<file path="config.mk">
export PLATFORM = sky130hd
export DESIGN_NAME = aes_decrypt_sequencer
export DESIGN_NICKNAME = d
export VERILOG_FILES = /design/src/rtl/aes_pkg.sv /design/src/rtl/aes_key_store.sv /design/src/rtl/aes_decrypt_sequencer.sv
export SDC_FILE = /design/constraint.sdc
export NUM_CORES = 2
export LEC_CHECK = 0
export CORE_MARGIN = 3
export CORE_UTILIZATION = 35
export CTS_BUF_LIST = sky130_fd_sc_hd__clkbuf_8
export DETAILED_ROUTE_END_ITERATION = 16
export PLACE_DENSITY = 0.56
export SYNTH_ARGS = -nofsm -noshare
export SYNTH_HDL_FRONTEND = slang
export SYNTH_SLANG_ARGS = --single-unit
</file>
<file path="constraint.sdc">
create_clock -name clock -period 7.7 [get_ports clock]
set_input_delay 1.54 -clock clock [delete_from_list [all_inputs] [get_ports clock]]
set_output_delay 1.54 -clock clock [all_outputs]
set_load 0.03 [all_outputs]
</file>
<file path="src/rtl/aes_pkg.sv">
// Shared constants and types for the AES-128 decrypt sequencer and its key store.
package aes_pkg;

   localparam int unsigned NUM_ROUNDS      = 10;
   localparam int unsigned BLOCK_BYTES     = 16;
   localparam int unsigned KEY_STORE_BYTES = 176;

   localparam int unsigned DEF_FIRST_KEY_GAP = 61;
   localparam int unsigned DEF_ROUND_PERIOD  = 81;
   localparam int unsigned DEF_DONE_LAT      = 60;

   typedef enum logic [2:0] {
      StIdle,
      StBurst0,
      StGap,
      StBurst,
      StDrain,
      StDone
   } seq_state_e;

endpackage

</file>
<file path="src/rtl/aes_key_store.sv">
// 176-byte round-key register file: one write port, one combinational read port.
module aes_key_store
   import aes_pkg::*;
(
   input  logic       clock,
   input  logic       we,
   input  logic [7:0] waddr,
   input  logic [7:0] wdata,
   input  logic [7:0] raddr,
   output logic [7:0] rdata
);

   localparam logic [7:0] LastAddr = 8'(KEY_STORE_BYTES - 1);

   logic [7:0] mem [KEY_STORE_BYTES];

   // Contents survive reset so keys need not be reloaded after an abort.
   always_ff @(posedge clock) begin
      if (we && (waddr <= LastAddr)) begin
         mem[waddr] <= wdata;
      end
   end

   always_comb begin
      rdata = 8'h00;
      if (raddr <= LastAddr) begin
         rdata = mem[raddr];
      end
   end

endmodule

</file>
<file path="src/rtl/aes_decrypt_sequencer.sv">
// Drives the byte-serial decrypt core with ciphertext and round keys (10 down to 0)
// in fixed cycle windows, then captures the core's plaintext.
module aes_decrypt_sequencer #(
   parameter int unsigned FIRST_KEY_GAP = aes_pkg::DEF_FIRST_KEY_GAP,
   parameter int unsigned ROUND_PERIOD  = aes_pkg::DEF_ROUND_PERIOD,
   parameter int unsigned DONE_LAT      = aes_pkg::DEF_DONE_LAT
) (
   input  logic         clock,
   input  logic         reset_n,
   input  logic         kw_en,
   input  logic [7:0]   kw_addr,
   input  logic [7:0]   kw_data,
   input  logic         start,
   input  logic [127:0] ct_data,
   output logic         ready,
   output logic         busy,
   output logic         done,
   output logic [127:0] pt,
   output logic [7:0]   core_in,
   output logic [7:0]   core_key,
   output logic         core_enable,
   input  logic [127:0] core_message
);

   import aes_pkg::*;

   // Countdown loads: a gap/drain of N cycles ends when the counter reaches zero.
   localparam logic [7:0] GapFirst  = 8'(FIRST_KEY_GAP - BLOCK_BYTES - 1);
   localparam logic [7:0] GapRound  = 8'(ROUND_PERIOD - BLOCK_BYTES - 1);
   localparam logic [7:0] DrainLoad = 8'(DONE_LAT - 1);
   localparam logic [3:0] LastByte  = 4'(BLOCK_BYTES - 1);
   localparam logic [3:0] LastRound = 4'(NUM_ROUNDS);

   seq_state_e   state_q, state_d;
   logic [3:0]   byte_q, byte_d;
   logic [3:0]   round_q, round_d;
   logic [7:0]   gap_q, gap_d;
   logic [127:0] ct_q, ct_d;
   logic [127:0] pt_q, pt_d;
   logic [7:0]   in_q, in_d;
   logic [7:0]   key_q, key_d;
   logic         en_q, en_d;

   logic       accept;
   logic       last_byte;
   logic       gap_zero;
   logic [3:0] rd_round;
   logic [3:0] rd_byte;
   logic [7:0] key_rdata;

   assign busy        = (state_q != StIdle);
   assign ready       = ~busy;
   assign done        = (state_q == StDone);
   assign pt          = pt_q;
   assign core_in     = in_q;
   assign core_key    = key_q;
   assign core_enable = en_q;

   assign accept    = start && ready;
   assign last_byte = (byte_q == LastByte);
   assign gap_zero  = (gap_q == 8'd0);

   aes_key_store u_key_store (
      .clock (clock),
      .we    (kw_en && !busy),
      .waddr (kw_addr),
      .wdata (kw_data),
      .raddr ({rd_round, rd_byte}),
      .rdata (key_rdata)
   );

   // Address of the key byte to be driven on the next cycle.
   always_comb begin
      rd_round = round_q;
      rd_byte  = byte_q + 4'd1;
      if (state_q == StIdle) begin
         rd_round = LastRound;
         rd_byte  = 4'd0;
      end else if (state_q == StGap) begin
         rd_round = round_q - 4'd1;
         rd_byte  = 4'd0;
      end
   end

   always_ff @(posedge clock or negedge reset_n) begin
      if (!reset_n) begin
         state_q <= StIdle;
         byte_q  <= 4'd0;
         round_q <= 4'd0;
         gap_q   <= 8'd0;
         ct_q    <= '0;
         pt_q    <= '0;
         in_q    <= 8'd0;
         key_q   <= 8'd0;
         en_q    <= 1'b0;
      end else begin
         state_q <= state_d;
         byte_q  <= byte_d;
         round_q <= round_d;
         gap_q   <= gap_d;
         ct_q    <= ct_d;
         pt_q    <= pt_d;
         in_q    <= in_d;
         key_q   <= key_d;
         en_q    <= en_d;
      end
   end

   always_comb begin
      state_d = state_q;
      unique case (state_q)
         StIdle:   if (accept) state_d = StBurst0;
         StBurst0: if (last_byte) state_d = StGap;
         StGap:    if (gap_zero) state_d = StBurst;
         StBurst: begin
            if (last_byte) state_d = (round_q == 4'd0) ? StDrain : StGap;
         end
         StDrain:  if (gap_zero) state_d = StDone;
         StDone:   state_d = StIdle;
         default:  state_d = StIdle;
      endcase
   end

   always_comb begin
      byte_d  = byte_q;
      round_d = round_q;
      gap_d   = gap_q;
      ct_d    = ct_q;
      pt_d    = pt_q;
      in_d    = in_q;
      key_d   = key_q;
      en_d    = en_q;
      unique case (state_q)
         StIdle: begin
            if (accept) begin
               round_d = rd_round;
               byte_d  = rd_byte;
               in_d    = ct_data[127:120];
               ct_d    = {ct_data[119:0], 8'h00};
               key_d   = key_rdata;
               en_d    = 1'b1;
            end
         end
         StBurst0: begin
            if (!last_byte) begin
               byte_d = rd_byte;
               in_d   = ct_q[127:120];
               ct_d   = {ct_q[119:0], 8'h00};
               key_d  = key_rdata;
            end else begin
               byte_d = 4'd0;
               gap_d  = GapFirst;
            end
         end
         StGap: begin
            if (gap_zero) begin
               round_d = rd_round;
               byte_d  = rd_byte;
               key_d   = key_rdata;
            end else begin
               gap_d = gap_q - 8'd1;
            end
         end
         StBurst: begin
            if (!last_byte) begin
               byte_d = rd_byte;
               key_d  = key_rdata;
            end else begin
               byte_d = 4'd0;
               gap_d  = (round_q == 4'd0) ? DrainLoad : GapRound;
            end
         end
         StDrain: begin
            if (gap_zero) begin
               en_d = 1'b0;
               pt_d = core_message;
            end else begin
               gap_d = gap_q - 8'd1;
            end
         end
         StDone: ;
         default: ;
      endcase
   end

endmodule

</file>
# --- Yosys cells after proc, flatten, opt, wreduce, memory -nomap -nowiden ---
# Memories as Yosys holds them, arrays and structs flattened.
# Index checks and enable logic that the tools add are counted.
word_totals:
  memories: 1
  reg_bits: 292
  input_bits: 276
  ramBits: 1408
memory_table:
  columns: ["memory", "depth", "width", "rd", "rd_clocked_by_memory_dff", "write_ports", "line_no", "source"]
  rows:
  - ["u_key_store.mem", 176, 8, 1, 0, 1, "aes_key_store.sv:15", "logic [7:0] mem [KEY_STORE_BYTES];"]
op_classes:
  bitwise_logic: 1
  reduce_logical: 23
  magnitude_cmp: 2
  eq_ne: 14
  n_addsub: 3
  muxes: 39
op_table:
  columns: ["op", "count"]
  rows:
  - ["128-bit two-way mux", 2]
  - ["128-bit case mux with 2 select lines", 1]
  - ["8-bit two-way mux", 9]
  - ["8-bit case mux with 3 select lines", 2]
  - ["4-bit two-way mux", 9]
  - ["3-bit two-way mux", 6]
  - ["8-bit <= comparator, second input constant", 2]
  - ["2-bit inequality test, second input constant", 8]
  - ["8-bit case mux with 2 select lines", 1]
  - ["3-bit case mux with 5 select lines", 1]
  - ["4-bit case mux with 3 select lines", 1]
  - ["3-bit AND reduction", 4]
  - ["3-bit nonzero test", 3]
  - ["8-bit logical NOT", 1]
  - ["4-bit case mux with 2 select lines", 1]
  - ["4-bit AND reduction", 2]
  - ["8-bit by 1-bit subtractor with 8-bit output, second input constant", 1]
  - ["7-bit two-way mux", 1]
  - ["3-bit by 2-bit equality test with 1-bit output, second input constant", 2]
  - ["3-bit equality test, second input constant", 2]
  - ["2-bit nonzero test", 3]
  - ["5-bit AND reduction", 1]
  - ["4-bit by 1-bit adder with 4-bit output, second input constant", 1]
  - ["4-bit equality test, second input constant", 1]
  - ["other kinds (11)", 17]

# --- Longest topological paths before layout ---
depth:
  word_depth: 7
  depth_mapped: 13
  ltp_nobuf: 10

# --- Cells and area by module ---
# A second synthesis with hierarchy kept.
hier_totals:
  cells_unflattened: 3391
  hier_area_um2: 68136.6
modules_own_cells:
  columns: ["module", "area_each_um2", "seq_area_each_um2", "instances", "cells_each"]
  rows:
  - ["aes_key_store", 55081.6, 42280.6, 1, 2532]
  - ["aes_decrypt_sequencer", 13055.0, 7106.8, 1, 859]

# --- Least setup slack after synthesis ---
# Ideal clock, no wire load.
synth_timing:
  path_type: "input port to flip-flop"
  startpoint: "input port kw_en"
  endpoint: "memory u_key_store.mem[112][0] (enable)"
  t_arrival_ns: 2.833
  path_buffers: 1
  setup_slack_ns: 4.496
  setup_time_ns: 0.370
  stages: 5
  cell_sequence: "nand2_1 > nor3b_1 > nand3_1 > clkbuf_1 > nor2_1"
synth_between:
  elab_chain_len: 4
synth_lines:
  columns: ["element", "line_no", "source"]
  rows:
  - ["start: declaration", "aes_decrypt_sequencer.sv:10", "input logic kw_en,"]
  - ["1-bit logical AND", "aes_decrypt_sequencer.sv:65", ".we (kw_en && !busy),"]
  - ["1-bit logical AND", "aes_key_store.sv:19", "if (we && (waddr <= LastAddr)) begin"]
  - ["1-bit two-way mux", "aes_key_store.sv:19", null]
  - ["1-bit two-way mux (implied by the code)", "aes_key_store.sv:20", "mem[waddr] <= wdata;"]
  - ["end: declaration", "aes_key_store.sv:15", null]
# Every way passes these cells.

# --- Final worst setup path ---
layout_timing:
  startpoint: "register state_q[0]"
  endpoint: "memory u_key_store.mem[125][3] (enable)"
layout_between:
  elab_chain_len: 6
layout_lines:
  columns: ["element", "line_no", "source"]
  rows:
  - ["start: declaration", "aes_decrypt_sequencer.sv:34", "seq_state_e state_q, state_d;"]
  - ["start signal: assignment", "aes_decrypt_sequencer.sv:87", "state_q <= StIdle;"]
  - ["start signal: assignment", "aes_decrypt_sequencer.sv:97", "state_q <= state_d;"]
  - ["3-bit nonzero test", "aes_decrypt_sequencer.sv:51", "assign busy = (state_q != StIdle);"]
  - ["1-bit logical NOT", "aes_decrypt_sequencer.sv:65", null]
  - ["1-bit logical AND", "aes_decrypt_sequencer.sv:65", null]
  - ["1-bit logical AND", "aes_key_store.sv:19", null]
  - ["1-bit two-way mux", "aes_key_store.sv:19", null]
  - ["1-bit two-way mux (implied by the code)", "aes_key_store.sv:20", null]
# Every way passes these cells.

==> out/qor.yml <==
path_clk_slew_ns: 0.06
grt_max_degree: 248
critPathTopFamily: "simple AND/OR/NAND/NOR gates"
clock_skew_ns: 0.0490
cp-start-kind: "flop"
cts_resized: 0
area_growth_pct: 17.4
synth_area_per_cell_sq_um: 14.8
cts_sinks: 1692
crit_path_max_incr_delay_ns: 1.08
setup_viol: 0
cts_tree: "built"
r2r_cells: 7
holdPathEnd: "ct_q[126]$_DFFE_PN0P_"
hp-start: "ct_q[126]$_DFFE_PN0P_"
peakVddDrop_mv: 0.178
critPathKind: "reg2reg"
synthesis.nets: 4882
synth_fa_ha_area_frac: 0.000553
busiest_layer: "met2"
synth.cell_area_sq_um: 67900
dr.pass1.iters: 8
initial_core_util: 0.352
hold_slack_ns: 0.476
drtAntennaViolNets: 0
die_w_um: 447
fillers: 17600
gp_congestion: 0.844
cts.path.max_buffers: 4
crit_path_top_delay_cell: "nand3_1"
cts_root_buf: "clkbuf_8"
grtUsageMet1: 0.278
max_freq_ghz: 0.185
core_area_sq_um: 193000
synth_top_family_by_area: "multiplexers"
avgViaCountPerCell: 5.51
ios: 424
outcome: "completed"
power.density_nw_per_um2: 227
rsz0062_at_grt: "no"
use_met3: 0.0570
stdcell_count: 7805
synthFlopType: "edfxtp_1"
cp.arrival_ns: 6.04
synth-edff-count: 1408
yosysWarnings: 0
vias: 43000
detail_route.wl_per_cell_um: 27.6
cts_buffers: 294
remaining_drc_errors: 0
end_kind: "flop"
grt_pass1_wl_um: 306000
synthMuxAreaShare: 0.0880
synthSimpleGateAreaFrac: 0.0876
synth_xor_area_frac: 0.000497
finalHoldViolations: 0
cts_setup_buffers: 0
synth_compound_area_frac: 0.0732
antenna_found_initial: 17
r2r-start: "state_q[0]$_DFFE_PN0P_"
async_flop_share: 0.168
ctsHoldBuffers: 0
crit_path_max_fanout: 24
drive_above_1_share: 0.136
dpl-instance-area_sq_um: 74600
holdPathStages: 2
routed_wl_um: 215000
yosysSeqAreaShare: 0.727
dp_cells: 7305
grt_util_met2: 0.328
grt_overflow: 0
finalSetupTns_ns: 0
rows: 161
regToRegEndpoint: "u_key_store.mem[125][3]$_DFFE_PP_"
dp.final_hpwl_um: 131000
final_cell_area_sq_um: 79700
syn_inst: 4603
p_leak_nw: 26.7
crit_buf_inv: 1
hold_class: "reg2reg"
htreeDepth: 5
ys_ff_latch: 1692
netlist-cell-type-count: 85
maxSlewViolCount: 0
portBuffers: 423
grt_pass1_vias: 42000
layout_min_cycle_time_ns: 5.42
drt_iter0_drc: 4913
period_share: 0.704
slew_headroom: 0.141
worst_pin_slew_ns: 1.26
fin_nets: 5354
maxCapViolations: 0
die-area_sq_um: 199000
track_usage: 0.210
cp_cell_sequence: "or2_1 -> buf_4 -> nor2_2 -> nand2_1 -> nor3b_1 -> nand3_1 -> nor2_1"
clk_latency_ns: 1.02
die_h_um: 447
rrSetupSlack_ns: 2.28
critPathRequiredTime_ns: 8.33
[routing by layer]
metal | routed length, um | up-vias
met4 | 8560 | 8
met3 | 20200 | 445
met2 | 99500 | 2284
met1 | 87000 | 21700
li1 | - | 18600
met5 | 42 | -
[placed cells by master (no fill, tap or decap), types with 13 or more instances in the layout]
cell	instances
mux4_2	98
o211ai_1	14
a31oi_1	40
nor4_1	26
o31ai_1	15
nor3_1	71
inv_1	104
mux2_2	157
a311oi_1	35
nand3_1	157
nor2b_1	21
o221ai_1	17
clkinv_1	49
mux2i_1	196
clkinv_2	23
nand2_1	725
nand4_1	19
a22oi_1	15
a222oi_1	20
a211oi_1	38
clkbuf_8	301
diode_2	18
nor2_1	260
dfrtp_1	283
a2111oi_0	20
clkdlybuf4s50_1	414
o22ai_1	34
a21oi_1	124
o21ai_0	212
and3_1	52
a32oi_1	13
edfxtp_1	1408
a221oi_1	58
buf_4	59
[logic make-up (layout without fill, tap and decap cells)]
| family | Yosys count | in the layout |
|---|---|---|
| multiplexers | 454 | 454 |
| other | 0 | 18 |
| AO/OA/AOI/OAI | 740 | 740 |
| adder cells (fa/ha/maj) | 3 | 3 |
| AND/OR/NAND/NOR | 1386 | 1386 |
| XOR/XNOR | 3 | 3 |
| buffers and inverters | 325 | 983 |
| flip-flops | 1692 | 1692 |
[cells in the mapped netlist (13+ instances only)]
cell       number  area, sq um
o31ai_1        15          113
o22ai_1        35          219
buf_1          14         52.6
nand4_1        19          119
nor2b_1        21          131
buf_4          27          203
a22oi_1        15          113
buf_2         168          841
mux2i_1       196         1960
and3_1         52          325
a2111oi_0      20          175
o21ai_0       213         1070
nor4_1         26          163
nor2_1        261          980
o211ai_1       14          105
nor3_1         72          360
a32oi_1        13          114
a31oi_1        40          250
a221oi_1       58          508
mux4_2         98         2210
a21oi_1       124          621
nand3_1       162          811
o221ai_1       17          149
clkbuf_1      104          390
a222oi_1       20          200
dfrtp_1       284         7110
a311oi_1       35          307
edfxtp_1     1408        42300
nand2_1       730         2740
mux2_2        158         1780
a211oi_1       38          285
[area by class of cell]
type / count / area, sq um / share of cell area
flip-flops and latches: 1692 / 49400 / 0.620
multi-input cells: 2586 / 17100 / 0.215
repair buffers: 493 / 4910 / 0.0616
clock buffers: 301 / 4140 / 0.0520
well taps: 2526 / 3160 / 0.0396
clock inverters: 181 / 891 / 0.0112
diodes: 18 / 45.0 / 0.000565
inverters: 8 / 37.5 / 0.000471
[worst max path at each step]
| stage | from | to | slack (ns) | depth (start not counted) |
|---|---|---|---|---|
| 2_1_floorplan | kw_en | u_key_store.mem[112][0]$_DFFE_PP_ | 4.50 | 5 |
| 5_1_grt | state_q[0]$_DFFE_PN0P_ | u_key_store.mem[125][4]$_DFFE_PP_ | 2.25 | 7 |
| 6_report | state_q[0]$_DFFE_PN0P_ | u_key_store.mem[125][3]$_DFFE_PP_ | 2.28 | 7 |
| 3_5_place_dp | kw_en | u_key_store.mem[125][4]$_DFFE_PP_ | 2.22 | 5 |
| 4_1_cts | state_q[0]$_DFFE_PN0P_ | busy | 2.37 | 5 |
| 3_3_place_gp | kw_en | u_key_store.mem[114][5]$_DFFE_PP_ | 2.18 | 5 |
[tightest hold or removal path, delay by kind of cell, from the launching register on]
kind            cells  cell delay [ns]
simple gates        1             0.05
flops               1             0.34
compound gates      1             0.06
[power breakdown]
part / total (W) / switching [W] / internal [W] / leakage, nW
combinational: 0.000725 / 0.000460 / 0.000265 / 7.60
clock: 0.00736 / 0.00356 / 0.00380 / 2.94
sequential: 0.0100 / 0.0000355 / 0.00999 / 16.2
total: 0.0181 / 0.00406 / 0.0140 / 26.7
[sequential cells by signal (all words and copies together), names as in the netlist]
register         count
u_key_store.mem   1408
pt                 128
ct_q               120
core_in              8
core_key             8
gap_q                8
byte_q               4
round_q              4
state_q              3
core_enable          1
[through the flow]
stage / utilization / setup WS, ns / power, W
2_1_floorplan: - / 4.50 / 0.0104
3_3_place_gp: 0.387 / 2.18 / 0.0109
3_5_place_dp: 0.387 / 2.22 / 0.0109
4_1_cts: 0.413 / 2.37 / 0.0183
5_1_grt: 0.413 / 2.25 / 0.0187
6_report: 0.414 / 2.28 / 0.0181
Note: power is estimated with default switching activity, not from simulation.
